`config.mk`:
```
export PLATFORM = sky130hd
export DESIGN_NAME = mux_scan_seq
export DESIGN_NICKNAME = d
export VERILOG_FILES = /design/src/rtl/mux_scan_pkg.sv /design/src/rtl/mux_scan_dwell_cnt.sv /design/src/rtl/mux_scan_seq.sv
export SDC_FILE = /design/constraint.sdc
export NUM_CORES = 1
export LEC_CHECK = 0
export ABC_CLOCK_PERIOD_IN_PS = 4700
export CORE_UTILIZATION = 55
export CTS_BUF_LIST = sky130_fd_sc_hd__clkbuf_4
export CTS_CLUSTER_SIZE = 25
export DETAILED_ROUTE_END_ITERATION = 7
export MAX_ROUTING_LAYER = met4
export PLACE_DENSITY_LB_ADDON = 0.25
export SLEW_MARGIN = 0
export SYNTH_ARGS = -nofsm -noshare
export SYNTH_HDL_FRONTEND = slang
export SYNTH_SLANG_ARGS = --single-unit
```
`constraint.sdc`:
```
create_clock -name clk -period 4.7 [get_ports clk]
set_clock_uncertainty 0.05 [all_clocks]
set_input_delay 0.94 -clock clk [delete_from_list [all_inputs] [get_ports clk]]
set_output_delay 0.94 -clock clk [all_outputs]
set_load 0.03 [all_outputs]
```
`src/rtl/mux_scan_pkg.sv`:
```
// mux_scan_pkg
//   Shared types and helpers for the mux_scan_seq channel-select front end.
//   - state_t      : sequencer state (IDLE / MANUAL / AUTO)
//   - MODE_MANUAL / MODE_AUTO : encodings of the mode input
//   - next_ch()    : next channel index in ascending order, wrapping to 0
package mux_scan_pkg;

  typedef enum logic [1:0] {
    IDLE   = 2'd0,
    MANUAL = 2'd1,
    AUTO   = 2'd2
  } state_t;

  localparam logic MODE_MANUAL = 1'b0;
  localparam logic MODE_AUTO   = 1'b1;

  // Channel after cur in a ring of n_ch channels.
  function automatic int unsigned next_ch(input int unsigned cur, input int unsigned n_ch);
    return (cur + 32'd1 >= n_ch) ? 32'd0 : cur + 32'd1;
  endfunction

endpackage

```
`src/rtl/mux_scan_dwell_cnt.sv`:
```
// mux_scan_dwell_cnt
//   Dwell counter for the auto-scan sequencer. Counts 0..DWELL-1 while inc
//   is high and rolls back to 0 after the terminal count.
// Ports:
//   clk   in  system clock, rising edge
//   rst_n in  asynchronous active-low reset
//   clr   in  force the count to 0 (has priority over inc)
//   inc   in  advance the count this cycle; count holds when low
//   tc    out count is at DWELL-1 (the next inc completes the dwell)
module mux_scan_dwell_cnt #(
  parameter int DWELL = 500
) (
  input  logic clk,
  input  logic rst_n,
  input  logic clr,
  input  logic inc,
  output logic tc
);

  // One spare code of headroom; the count itself never exceeds DWELL-1.
  localparam int            CW   = $clog2(DWELL + 1);
  localparam logic [CW-1:0] LAST = CW'(DWELL - 1);

  logic [CW-1:0] cnt;

  assign tc = (cnt == LAST);

  always_ff @(posedge clk or negedge rst_n) begin
    if (!rst_n) begin
      cnt <= '0;
    end else if (clr) begin
      cnt <= '0;
    end else if (inc) begin
      cnt <= tc ? '0 : cnt + 1'b1;
    end
  end

endmodule

```
`src/rtl/mux_scan_seq.sv`:
```
// mux_scan_seq
//   Registered N_CH-channel, DW-bit multiplexer with a channel sequencer.
//   MANUAL mode follows sel_in; AUTO mode steps through the channels after
//   DWELL cycles on each. One cycle of latency: dout always carries the
//   channel that sel_out names in the same cycle.
// Ports:
//   clk      in  system clock, rising edge
//   rst_n    in  asynchronous active-low reset
//   en       in  block enable; low freezes all state (state goes IDLE)
//   mode     in  0 = manual select, 1 = auto scan
//   sel_in   in  manual channel select (SEL_W bits)
//   din      in  packed channel data, channel k at din[k*DW +: DW]
//   ch_mask  in  (MUX_SCAN_SKIP_EN only) channels eligible for auto scan
//   dout     out registered selected data
//   sel_out  out channel currently driving dout
//   valid    out dout holds a live sample
//   wrap     out one-cycle pulse when the auto-scan index goes down
//   sel_err  out one-cycle pulse when manual sel_in >= N_CH
// Build option:
//   MUX_SCAN_SKIP_EN - adds ch_mask; auto scan skips masked channels.
module mux_scan_seq
  import mux_scan_pkg::*;
#(
  parameter  int N_CH  = 4,
  parameter  int DW    = 1,
  parameter  int DWELL = 500,
  localparam int SEL_W = $clog2(N_CH)
) (
  input  logic               clk,
  input  logic               rst_n,
  input  logic               en,
  input  logic               mode,
  input  logic [SEL_W-1:0]   sel_in,
  input  logic [N_CH*DW-1:0] din,
`ifdef MUX_SCAN_SKIP_EN
  input  logic [N_CH-1:0]    ch_mask,
`endif
  output logic [DW-1:0]      dout,
  output logic [SEL_W-1:0]   sel_out,
  output logic               valid,
  output logic               wrap,
  output logic               sel_err
);

  // One extra bit so the range check is not a constant when N_CH is 2**SEL_W.
  localparam logic [SEL_W:0] N_CH_EXT = (SEL_W + 1)'(N_CH);

  state_t           state_reg, state_next;
  logic [SEL_W-1:0] sel_next;
  logic [SEL_W-1:0] sel_adv;
  logic             has_target;
  logic             valid_next, wrap_next, sel_err_next;
  logic             cnt_clr, cnt_inc, cnt_tc;
  logic [DW-1:0]    ch_data [N_CH];
  logic [DW-1:0]    dout_sel;

  for (genvar gi = 0; gi < N_CH; gi++) begin : g_ch
    assign ch_data[gi] = din[gi*DW +: DW];
  end

  mux_scan_dwell_cnt #(.DWELL(DWELL)) u_dwell (
    .clk   (clk),
    .rst_n (rst_n),
    .clr   (cnt_clr),
    .inc   (cnt_inc),
    .tc    (cnt_tc)
  );

  // Candidate channel for the next auto-scan step.
`ifdef MUX_SCAN_SKIP_EN
  // Walk the ring upward from sel_out; the last probe lands back on sel_out,
  // so a mask holding only the current channel keeps it selected.
  always_comb begin
    logic [SEL_W-1:0] probe;
    sel_adv    = sel_out;
    has_target = 1'b0;
    probe      = sel_out;
    for (int i = 0; i < N_CH; i++) begin
      probe = SEL_W'(next_ch(32'(probe), N_CH));
      if (!has_target && ch_mask[probe]) begin
        has_target = 1'b1;
        sel_adv    = probe;
      end
    end
  end
`else
  assign sel_adv    = SEL_W'(next_ch(32'(sel_out), N_CH));
  assign has_target = 1'b1;
`endif

  // Next state and next registered outputs; everything keys off state_next
  // so the mode seen at an edge takes effect on that same edge.
  always_comb begin
    state_next   = IDLE;
    sel_next     = sel_out;
    valid_next   = 1'b0;
    wrap_next    = 1'b0;
    sel_err_next = 1'b0;
    cnt_clr      = 1'b0;
    cnt_inc      = 1'b0;
    if (en) begin
      state_next = (mode == MODE_AUTO) ? AUTO : MANUAL;
    end
    case (state_next)
      MANUAL: begin
        valid_next = 1'b1;
        cnt_clr    = 1'b1;
        if ({1'b0, sel_in} >= N_CH_EXT) begin
          sel_err_next = 1'b1;
        end else begin
          sel_next = sel_in;
        end
      end
      AUTO: begin
        valid_next = has_target;
        // The edge coming in from MANUAL only arms the (already cleared)
        // counter, giving the first channel a full dwell. Coming from IDLE
        // the frozen count simply resumes.
        cnt_inc = (state_reg != MANUAL);
        if (cnt_inc && cnt_tc) begin
          sel_next  = sel_adv;
          wrap_next = (sel_adv < sel_out);
        end
      end
      default: ;
    endcase
  end

  always_comb begin
    dout_sel = '0;
    for (int k = 0; k < N_CH; k++) begin
      if (sel_next == SEL_W'(k)) begin
        dout_sel = ch_data[k];
      end
    end
  end

  always_ff @(posedge clk or negedge rst_n) begin
    if (!rst_n) begin
      state_reg <= IDLE;
      dout      <= '0;
      sel_out   <= '0;
      valid     <= 1'b0;
      wrap      <= 1'b0;
      sel_err   <= 1'b0;
    end else begin
      state_reg <= state_next;
      sel_out   <= sel_next;
      valid     <= valid_next;
      wrap      <= wrap_next;
      sel_err   <= sel_err_next;
      if (state_next != IDLE) begin
        dout <= dout_sel;
      end
    end
  end

endmodule

```
==> flow_metrics.env <==
export IMPL_cts_sinks=16
export IMPL_outcome="completed"
export IMPL_antenna_found_initial=0
export IMPL_yosys_cell_count_top_type="dfrtp_1"
export IMPL_yosys_area_share_xor_xnor_pct=2.06
export IMPL_fin_ws_ns=2.10
export IMPL_power_mw=0.285
export IMPL_boundaryPins=16
export IMPL_ys_ff_latch=16
export IMPL_yosys_area_share_adder_pct=4.41
export IMPL_root_buffer="clkbuf_4"
export IMPL_grt_pass1_wl_um=2520
export IMPL_worstPathRequired_ns=4.84
export IMPL_syn_inst=88
export IMPL_drc=0
export IMPL_largest_reg_flops=9
export IMPL_fin_crit_ns=2.60
export IMPL_drtAntennaViolNets=0
export IMPL_die_area_um2=1710
export IMPL_drive_above_1_share_pct=6.80
export IMPL_crit_type="in2reg"
export IMPL_tritoncts="built"
export IMPL_dp_cells=115
export IMPL_synth_compound_area_share_pct=17.9
export IMPL_hold_buffers=0
export IMPL_netlist_area_um2=852
export IMPL_drtIter0Drc=16
export IMPL_p_per_area_nw_per_um2=279
export IMPL_cp_num_buf_inv=1
export IMPL_synth_top_area_share_pct=47.0
export IMPL_fp_dieW_um=41.4
export IMPL_hold_class="reg2reg"
export IMPL_n_antenna_cell=0
export IMPL_cp_end_kind="register"
export IMPL_grt_pass1_vias=596
export IMPL_cts_inserted_buffers=3
export IMPL_ir_drop_mv=0.150
export IMPL_n_fill_cell=95
export IMPL_hold_viol_final=0
export IMPL_synth_area_top_cells="dfrtp_1, o21ai_0, nand2_1"
export IMPL_drt_met1_wl_um=724
export IMPL_numPortBuffers=14
export IMPL_synth_top_family_by_area="simple AND/OR/NAND/NOR gates"
export IMPL_setup_tns_ns=0
export IMPL_worst_pin_slew_ns=0.676
export IMPL_maxUsedRoutingLayer="met4"
export IMPL_max_freq_mhz=385
export IMPL_coreArea_um2=1370
export IMPL_grt_usage_pct=23.3
export IMPL_finalSetupViolCount=0
export IMPL_synth_fp_nets=101
export IMPL_synth_top_cell_by_area="dfrtp_1"
export IMPL_cts_resized=0
export IMPL_rows=13
export IMPL_postCtsSetupBuffers=0
export IMPL_postSynth_asyncResetShare_pct=100
export IMPL_drv_slew=0
export IMPL_ys_warn_count=0
export IMPL_p_leak_nw=0.471
export IMPL_synth_cell_types=34
export IMPL_hpwl_um=1240
export IMPL_wirelength_um=1610
export IMPL_path_cells="clkdlybuf4s50_1 -> and2_1 -> nor4b_1 -> a2bb2oi_1 -> a21o_1 -> o221ai_1"
export IMPL_start_kind="primary input"
export IMPL_synthMuxAreaShare_pct=2.35
export IMPL_nets=118
export IMPL_wl_met3_um=107
export IMPL_initial_core_util_pct=62.4
export IMPL_cp_top_family="simple AND/OR/NAND/NOR gates"
export IMPL_clk_pin_slew_ns=0.09
export IMPL_area_delta_synth_final_pct=20.0
export IMPL_slowest_delay_ns=0.54
export IMPL_post_route_util_pct=74.8
export IMPL_drtPass1Iterations=5
export IMPL_die_h_um=41.4
export IMPL_rsz0062_at_grt="no"
export IMPL_cp_max_fo=5
export IMPL_dp_slack_ns=1.83
export IMPL_synth_edf_count=0
export IMPL_slowest_stage="clkdlybuf4s50_1"
export IMPL_overflow=0
export IMPL_htree_num_levels=1
export IMPL_maxCapViolCount=0
export IMPL_avgSynthCellArea_um2=9.68
export IMPL_place_congestion=0.836
export IMPL_yosysSeqAreaShare_pct=47.0
export IMPL_post_drt_wl_per_cell_um=13.6
export IMPL_synthSimpleGateAreaFrac_pct=22.8
export IMPL_arrival_ns=2.74
export IMPL_fin_crit_sh_pct=55.2
export IMPL_post_drt_via_cell_ratio=5.93
export IMPL_synthTopCellsByCount="dfrtp_1, nand2_1, o21ai_0"
export IMPL_grt_max_degree=17
export IMPL_vias=700
export IMPL_clockBufferDepth=2
export IMPL_wl_met2_um=770
export IMPL_fin_cells=118
export IMPL_clk_latency_ns=0.27
export IMPL_max_slew_margin_rel_pct=54.8
export IMPL_synth_main_ff_cell="dfrtp_1"
final cells by class:
| cell class | count | area [um2] | area share [%] |
|---|---|---|---|
| timing repair buffer | 14 | 140 | 13.7 |
| tap | 15 | 18.8 | 1.84 |
| multi-input combinational | 66 | 425 | 41.6 |
| clock buffer | 3 | 22.5 | 2.20 |
| inverter | 4 | 15.0 | 1.47 |
| sequential | 16 | 400 | 39.2 |
kinds of logic (layout without fill, tap and decap cells):
group | after synthesis | count (layout)
flip-flops | 16 | 16
XOR/XNOR | 2 | 2
AO/OA/AOI/OAI | 23 | 23
multiplexers | 2 | 2
adder cells (fa/ha/maj) | 3 | 3
other | 1 | 1
AND/OR/NAND/NOR | 35 | 35
buffers and inverters | 6 | 21
report_power, final:
group          total [mW]  switching (mW)  leakage, nW  internal, mW
Sequential          0.156         0.00893        0.211         0.147
Combinational      0.0620          0.0334        0.246        0.0286
Clock              0.0671          0.0375       0.0138        0.0296
Total               0.285          0.0799        0.471         0.205
metal layers:
metal	track usage, %	up-vias
met5	-	-
met4	2.42	0
met3	4.79	2
met2	39.5	33
met1	29.7	328
li1	-	337
cell usage in the layout, fill, tap and decap left out, types with 2 or more instances in the layout:
master / count
nor2_1: 7
ha_1: 3
and2_1: 3
dfrtp_1: 16
a21oi_1: 2
inv_1: 4
a31oi_1: 2
o21ai_0: 10
nand3_1: 3
clkdlybuf4s50_1: 14
nand2b_1: 2
mux2i_1: 2
clkbuf_4: 3
nand2_1: 12
through the flow:
stage	area [um2]	hold WS (ns)
2_1_floorplan	852	0.395
3_3_place_gp	1000	0.416
3_5_place_dp	1000	0.433
4_1_cts	1020	0.446
5_1_grt	1020	0.485
6_report	1020	0.441
worst register-to-register path: cells and delay by family, from the launching register on:
kind                       cells  cell delay [ns]
and+or+nand+nor                1             0.23
AOI/OAI and AO/OA              3             0.89
adders and majority gates      1             0.22
DFF                            1             0.39
muxes                          1             0.23
path summary, 6_finish.rpt:
check / slack [ns] / startpoint / to / depth (start not counted)
min in group asynchronous: 1.02 / rst_n / wrap / 1
max in group asynchronous: 3.15 / rst_n / u_dwell.cnt[0] / 1
hold reg to reg: 0.44 / u_dwell.cnt[8] / u_dwell.cnt[8] / 1
setup reg to reg: 2.57 / u_dwell.cnt[0] / dout / 6
setup / recovery: 2.10 / en / dout / 6
hold / removal: 0.44 / u_dwell.cnt[8] / u_dwell.cnt[8] / 1
Note: power is estimated with default switching activity, not from simulation.
==> patch 1: new RTL, same settings <==
`DWELL` is set to 500 in 2 places; all go to 2000.
--- a/src/rtl/mux_scan_dwell_cnt.sv
+++ b/src/rtl/mux_scan_dwell_cnt.sv
@@ -8,7 +8,7 @@
 //   inc   in  advance the count this cycle; count holds when low
 //   tc    out count is at DWELL-1 (the next inc completes the dwell)
 module mux_scan_dwell_cnt #(
-  parameter int DWELL = 500
+  parameter int DWELL = 2000
 ) (
   input  logic clk,
   input  logic rst_n,
--- a/src/rtl/mux_scan_seq.sv
+++ b/src/rtl/mux_scan_seq.sv
@@ -23,7 +23,7 @@
 #(
   parameter  int N_CH  = 4,
   parameter  int DW    = 1,
-  parameter  int DWELL = 500,
+  parameter  int DWELL = 2000,
   localparam int SEL_W = $clog2(N_CH)
 ) (
   input  logic               clk,
Behaviour: no difference found for any inputs over 10 cycles, from zero or initial values and one cycle with rst_n low; that may be too few to reach the edited logic, so the function may still have changed.
==> patch 1 against the unedited design <==
Area after synthesis increased by 6.3%. Total power increased by 10%. Utilization decreased by 3.9 points. Sequential cell count increased by 2. Setup slack improved by 74 ps. Design area increased by 5.8%. Maximum frequency increased by 2.9%. Routed wire length increased by 3.0%. Non-clock buffer count unchanged. Largest cell class is now flip-flops and latches.
==> patch 1: results (changes against the unedited design) <==
finish:
  layout.cells.non_filler: 123  # +4.2%
  seq_share_pct: 41.67  # +2.5 points
  comb.multi_input.count: 69  # +4.5%
  clock_cell_area_share_pct: 2.431  # +0.23 points
  final_cell_area_mm2: 0.001081  # +5.8%
  fillers: 135  # +42%
  synthToLayoutAreaGrowth_pct: 19.34
  bufAreaShareNonClock_pct: 12.96  # -0.75 points
  largest_register_ffs: 11  # +2
  drive_gt1_share_pct: 6.542  # -0.25 points
  multi_input_comb_area_um2: 436.7  # +2.6%
  nNonClkInverters: 2  # -2
  antenna_cells_inserted: 0  # unchanged
placed_design:
  number_of_placed_instances_taps_included: 119  # +3.5%
  placed_cell_area_mm2: 0.001055  # +5.5%
  detailedPlacementHpwl_mm: 1.287  # +3.7%
  routabilityCongestion: 0.8443  # +1.0%
  pre_cts_ws_ps: 1875  # +43.39 ps
cts:
  clk-insertion-delay-late_ps: 290  # +20 ps
  setup_buffers_after_cts: 0  # unchanged
  cts-htree-levels: 1  # unchanged
  cts_made_buffers: 3  # unchanged
  cts_num_sinks: 18  # +2
global_route:
  grt_first_pass_wirelength_mm: 3.022  # +20%
  grt_pass1_vias: 722  # +21%
  grt_start_max_net_pins: 19  # +2
  number_of_antenna_violations_at_the_first_check_in_global_routing: 0  # unchanged
  track_usage_pct: 22.75  # -0.52 points
sta:
  worst_slew_margin_rel_pct: 46.34  # -8.5 points
  holdWs_ps: 481.3  # +40.15 ps
setup_path:
  critical_path.reg2reg.endpoint: "u_dwell.cnt[2]$_DFFE_PN0P_"
  r2r_cells: 5  # -1
  worstReg2RegStart: "u_dwell.cnt[0]$_DFFE_PN0P_"
  reg2reg_setup_slack_ps: 2720  # +150 ps
  critical_path_peak_fanout: 6  # +1
synthesis:
  most_common_library_cells_after_synthesis: "dfrtp_1, nor2_1, nand2_1"
  synth.yosys.seq_area_share_pct: 49.72  # +2.7 points
  post_synth_num_cell_types: 33  # -2.9%
  ys_top_cells_by_area: "dfrtp_1, xor2_1, ha_1"
  synth_fp_nets: 104  # +3.0%
  cells_after_synthesis: 91  # +3.4%
power:
  power_leakage_nw: 0.5006  # +6.3%
  peakVddDrop_uv: 200.5  # +34%
min_path:
  holdPathEnd: "dout$_DFFE_PN0P_"
  hold_start: "dout$_DFFE_PN0P_"
  worst_hold_path.num_cells: 2  # +1
detailed_routing:
  routed_via_density: 5.886  # -0.78%
  drtIter0Drc: 15  # -1
  routedWlPerCell_um: 13.49  # -1.1%
  firstDrtPassIters: 4  # -1
outcome:
  result_of_the_run: "finished, final reports clean"
==> patch 1: cell count changes after synthesis, sizes merged, moves of 3 or more <==
cell and change:
nand2 -3, nand3 +3, nand4 +3, nor2 +3
o21ai -5, xor2 +4
==> patch 1: routing by layer <==
layer / global-route usage (%) / part of all wire (%) / routed length [µm]
met5: - / 0 / 0
met4: 8.750 / 2.5 / 42
met3: 3.017 / 3.0 / 50
met2: 36.31 / 48 / 797
met1: 29.63 / 46 / 769
==> patch 1: worst max-delay path by stage <==
stage	start	to	slack [ps]
2_1_floorplan	en	u_dwell.cnt[10]$_DFFE_PN0P_	2680
3_3_place_gp	en	u_dwell.cnt[10]$_DFFE_PN0P_	1930
3_5_place_dp	en	u_dwell.cnt[10]$_DFFE_PN0P_	1870
4_1_cts	en	u_dwell.cnt[10]$_DFFE_PN0P_	2170
5_1_grt	en	u_dwell.cnt[10]$_DFFE_PN0P_	2040
6_report	en	u_dwell.cnt[10]$_DFFE_PN0P_	2180
==> patch 1: worst max-delay path, stage by stage <==
cell,delay [ps]
clkdlybuf4s50_1,550
inv_1,160
a21oi_2,200
nand4_1,220
or3_2,460
a21oi_1,160
==> patch 1: kinds of logic after synthesis <==
kind of cell | count (synthesis) | share of synthesized area (%)
xor gates and xnor gates | 6 | 5.801
and+or+nand+nor | 42 | 24.45
AOI/OAI and AO/OA | 15 | 11.19
DFF | 18 | 49.72
other | 1 | 0.4140
buffers and inverters | 4 | 2.072
muxes | 2 | 2.210
adders and majority gates | 3 | 4.144
==> patch 1: where the power goes <==
part | internal [mW] | switching, mW
combinational | 0.0279 | 0.0346
clock | 0.0308 | 0.0472
sequential | 0.164 | 0.00901
total | 0.223 | 0.0908
==> patch 2: new RTL, same settings <==
Made on the original files. Register the inputs `en`, `mode`, `sel_in` and `din` before use, with the module's reset. The logic sees them one clock later. Comments in the files are not updated.
--- a/src/rtl/mux_scan_seq.sv
+++ b/src/rtl/mux_scan_seq.sv
@@ -45,6 +45,25 @@
   // One extra bit so the range check is not a constant when N_CH is 2**SEL_W.
   localparam logic [SEL_W:0] N_CH_EXT = (SEL_W + 1)'(N_CH);
 
+  logic en_q;
+  logic mode_q;
+  logic [SEL_W-1:0] sel_q;
+  logic [N_CH*DW-1:0] din_q;
+
+  always_ff @(posedge clk or negedge rst_n) begin
+    if (!rst_n) begin
+      en_q   <= '0;
+      mode_q <= '0;
+      sel_q  <= '0;
+      din_q  <= '0;
+    end else begin
+      en_q   <= en;
+      mode_q <= mode;
+      sel_q  <= sel_in;
+      din_q  <= din;
+    end
+  end
+
   state_t           state_reg, state_next;
   logic [SEL_W-1:0] sel_next;
   logic [SEL_W-1:0] sel_adv;
@@ -55,7 +74,7 @@
   logic [DW-1:0]    dout_sel;
 
   for (genvar gi = 0; gi < N_CH; gi++) begin : g_ch
-    assign ch_data[gi] = din[gi*DW +: DW];
+    assign ch_data[gi] = din_q[gi*DW +: DW];
   end
 
   mux_scan_dwell_cnt #(.DWELL(DWELL)) u_dwell (
@@ -98,17 +117,17 @@
     sel_err_next = 1'b0;
     cnt_clr      = 1'b0;
     cnt_inc      = 1'b0;
-    if (en) begin
-      state_next = (mode == MODE_AUTO) ? AUTO : MANUAL;
+    if (en_q) begin
+      state_next = (mode_q == MODE_AUTO) ? AUTO : MANUAL;
     end
     case (state_next)
       MANUAL: begin
         valid_next = 1'b1;
         cnt_clr    = 1'b1;
-        if ({1'b0, sel_in} >= N_CH_EXT) begin
+        if ({1'b0, sel_q} >= N_CH_EXT) begin
           sel_err_next = 1'b1;
         end else begin
-          sel_next = sel_in;
+          sel_next = sel_q;
         end
       end
       AUTO: begin
Behaviour: not the same (Yosys sat finds a counterexample within 4 cycles, from zero or initial values and one cycle with rst_n low).
==> patch 2 against the unedited design <==
Count of clock-buffer cells in the layout unchanged. Total power up 39%. Clock power up 29%. Design area up 24%. Sequential cell count up 8. Critical path type is now register to output port. Setup slack better by 100 ps. Routed wire length up 20%. Area after synthesis up 27%. Die area up 26%. Combinational power up 18%.
==> patch 2: results (changes against the unedited design) <==
outcome:
  result_of_the_run: "finished, final reports clean"
placed_design:
  detailedPlacementHpwl_mm: 1.411  # +14%
  routabilityCongestion: 0.8244  # -1.4%
  pre_cts_ws_ps: 2456  # +625.3 ps
  placed_cell_area_mm2: 0.001240  # +24%
power:
  peakVddDrop_uv: 234.1  # +56%
detailed_routing:
  drtIter0Drc: 15  # -1
  firstDrtPassIters: 4  # -1
  routedWlPerCell_um: 14.40  # +5.5%
setup_path:
  crit_path_max_incr_delay_ps: 710  # +170 ps
  critPathTopFamily: "buffers and inverters"
  critical_path_peak_fanout: 6  # +1
  worst_ep_arrival_time_ps: 1500  # -1240 ps
  critical_path.startpoint: "sel_out[0]$_DFF_PN0_"
finish:
  drive_gt1_share_pct: 11.01  # +4.2 points
  num-nets-final: 124  # +5.1%
  fillers: 133  # +40%
global_route:
  track_usage_pct: 23.60  # +0.33 points
  grt_first_pass_wirelength_mm: 3.256  # +29%
  met1_capacity_usage_during_global_routing_pct: 26.21  # -3.5 points
  globalRouteMet3Util_pct: 6.275  # +1.5 points
  gr-usage-met2_pct: 36.67  # -2.8 points
synthesis:
  ys_top_cells_by_area: "dfrtp_1, ha_1, nand2_1"
  synthXorXnorAreaFrac_pct: 4.037  # +2.0 points
  most_common_library_cells_after_synthesis: "dfrtp_1, nand2_1, nor2_1"
  synth_fp_nets: 108  # +6.9%
  fraction_of_the_mapped_netlist_area_in_compound_gates_pct: 10.73  # -7.2 points
  post_synth_num_cell_types: 38  # +12%
min_path:
  hold_start: "dout$_DFFE_PN0P_"
cts:
  clk-insertion-delay-late_ps: 310  # +40 ps
  clk_pin_slew_worst_paths_ps: 120  # +30 ps
-- patch 2: changes by cell type after synthesis, moves of 3 or more --
cell and delta:
o21ai_0 -7, dfrtp_1 +8, xor2_1 +3, nand4_1 +3
-- patch 2: layout make-up --
cell class / count / area share [%]
multi-input cells: 64 / 35.88
clock buffers: 3 / 1.784
well taps: 25 / 2.478
inverters: 4 / 1.189
flip-flops and latches: 24 / 47.57
repair buffers: 14 / 11.10
-- patch 2: worst paths after layout --
check                      slack [ps]                          to  cells past startpoint
min                               470            dout$_DFFE_PN0P_                      2
min in group asynchronous        1140  u_dwell.cnt[5]$_DFFE_PN0P_                      1
max                              2210                  sel_out[0]                      1
max reg2reg                      2650            dout$_DFFE_PN0P_                      6
max in group asynchronous        2840  u_dwell.cnt[3]$_DFFE_PN0P_                      1
min reg2reg                       470            dout$_DFFE_PN0P_                      2
-- patch 2: stage by stage --
stage,instances,power [mW]
CTS,134,0.3991
detailed placement,131,0.3132
global route,134,0.4176
floorplan,95,0.2843
finish,134,0.3961
global placement,131,0.3110
-- patch 2: cell families (layout without fill, tap and decap cells) --
logic type	count (synthesis)	after routing
AND/OR/NAND/NOR	37	37
flip-flops	24	24
AO/OA/AOI/OAI	15	15
buffers and inverters	7	21
XOR/XNOR	5	5
adder cells (fa/ha/maj)	3	3
multiplexers	3	3
other	1	1
-- patch 2: report_power, final --
group | switching (mW) | internal (mW)
registers | 0.0153 | 0.221
logic | 0.0379 | 0.0353
clock network | 0.0563 | 0.0300
-- patch 2: metal layers --
layer | routed length, µm | up-vias
li1 | - | 360
met5 | 0 | -
met1 | 789 | 372
met4 | 51 | 0
met2 | 981 | 30
met3 | 107 | 4
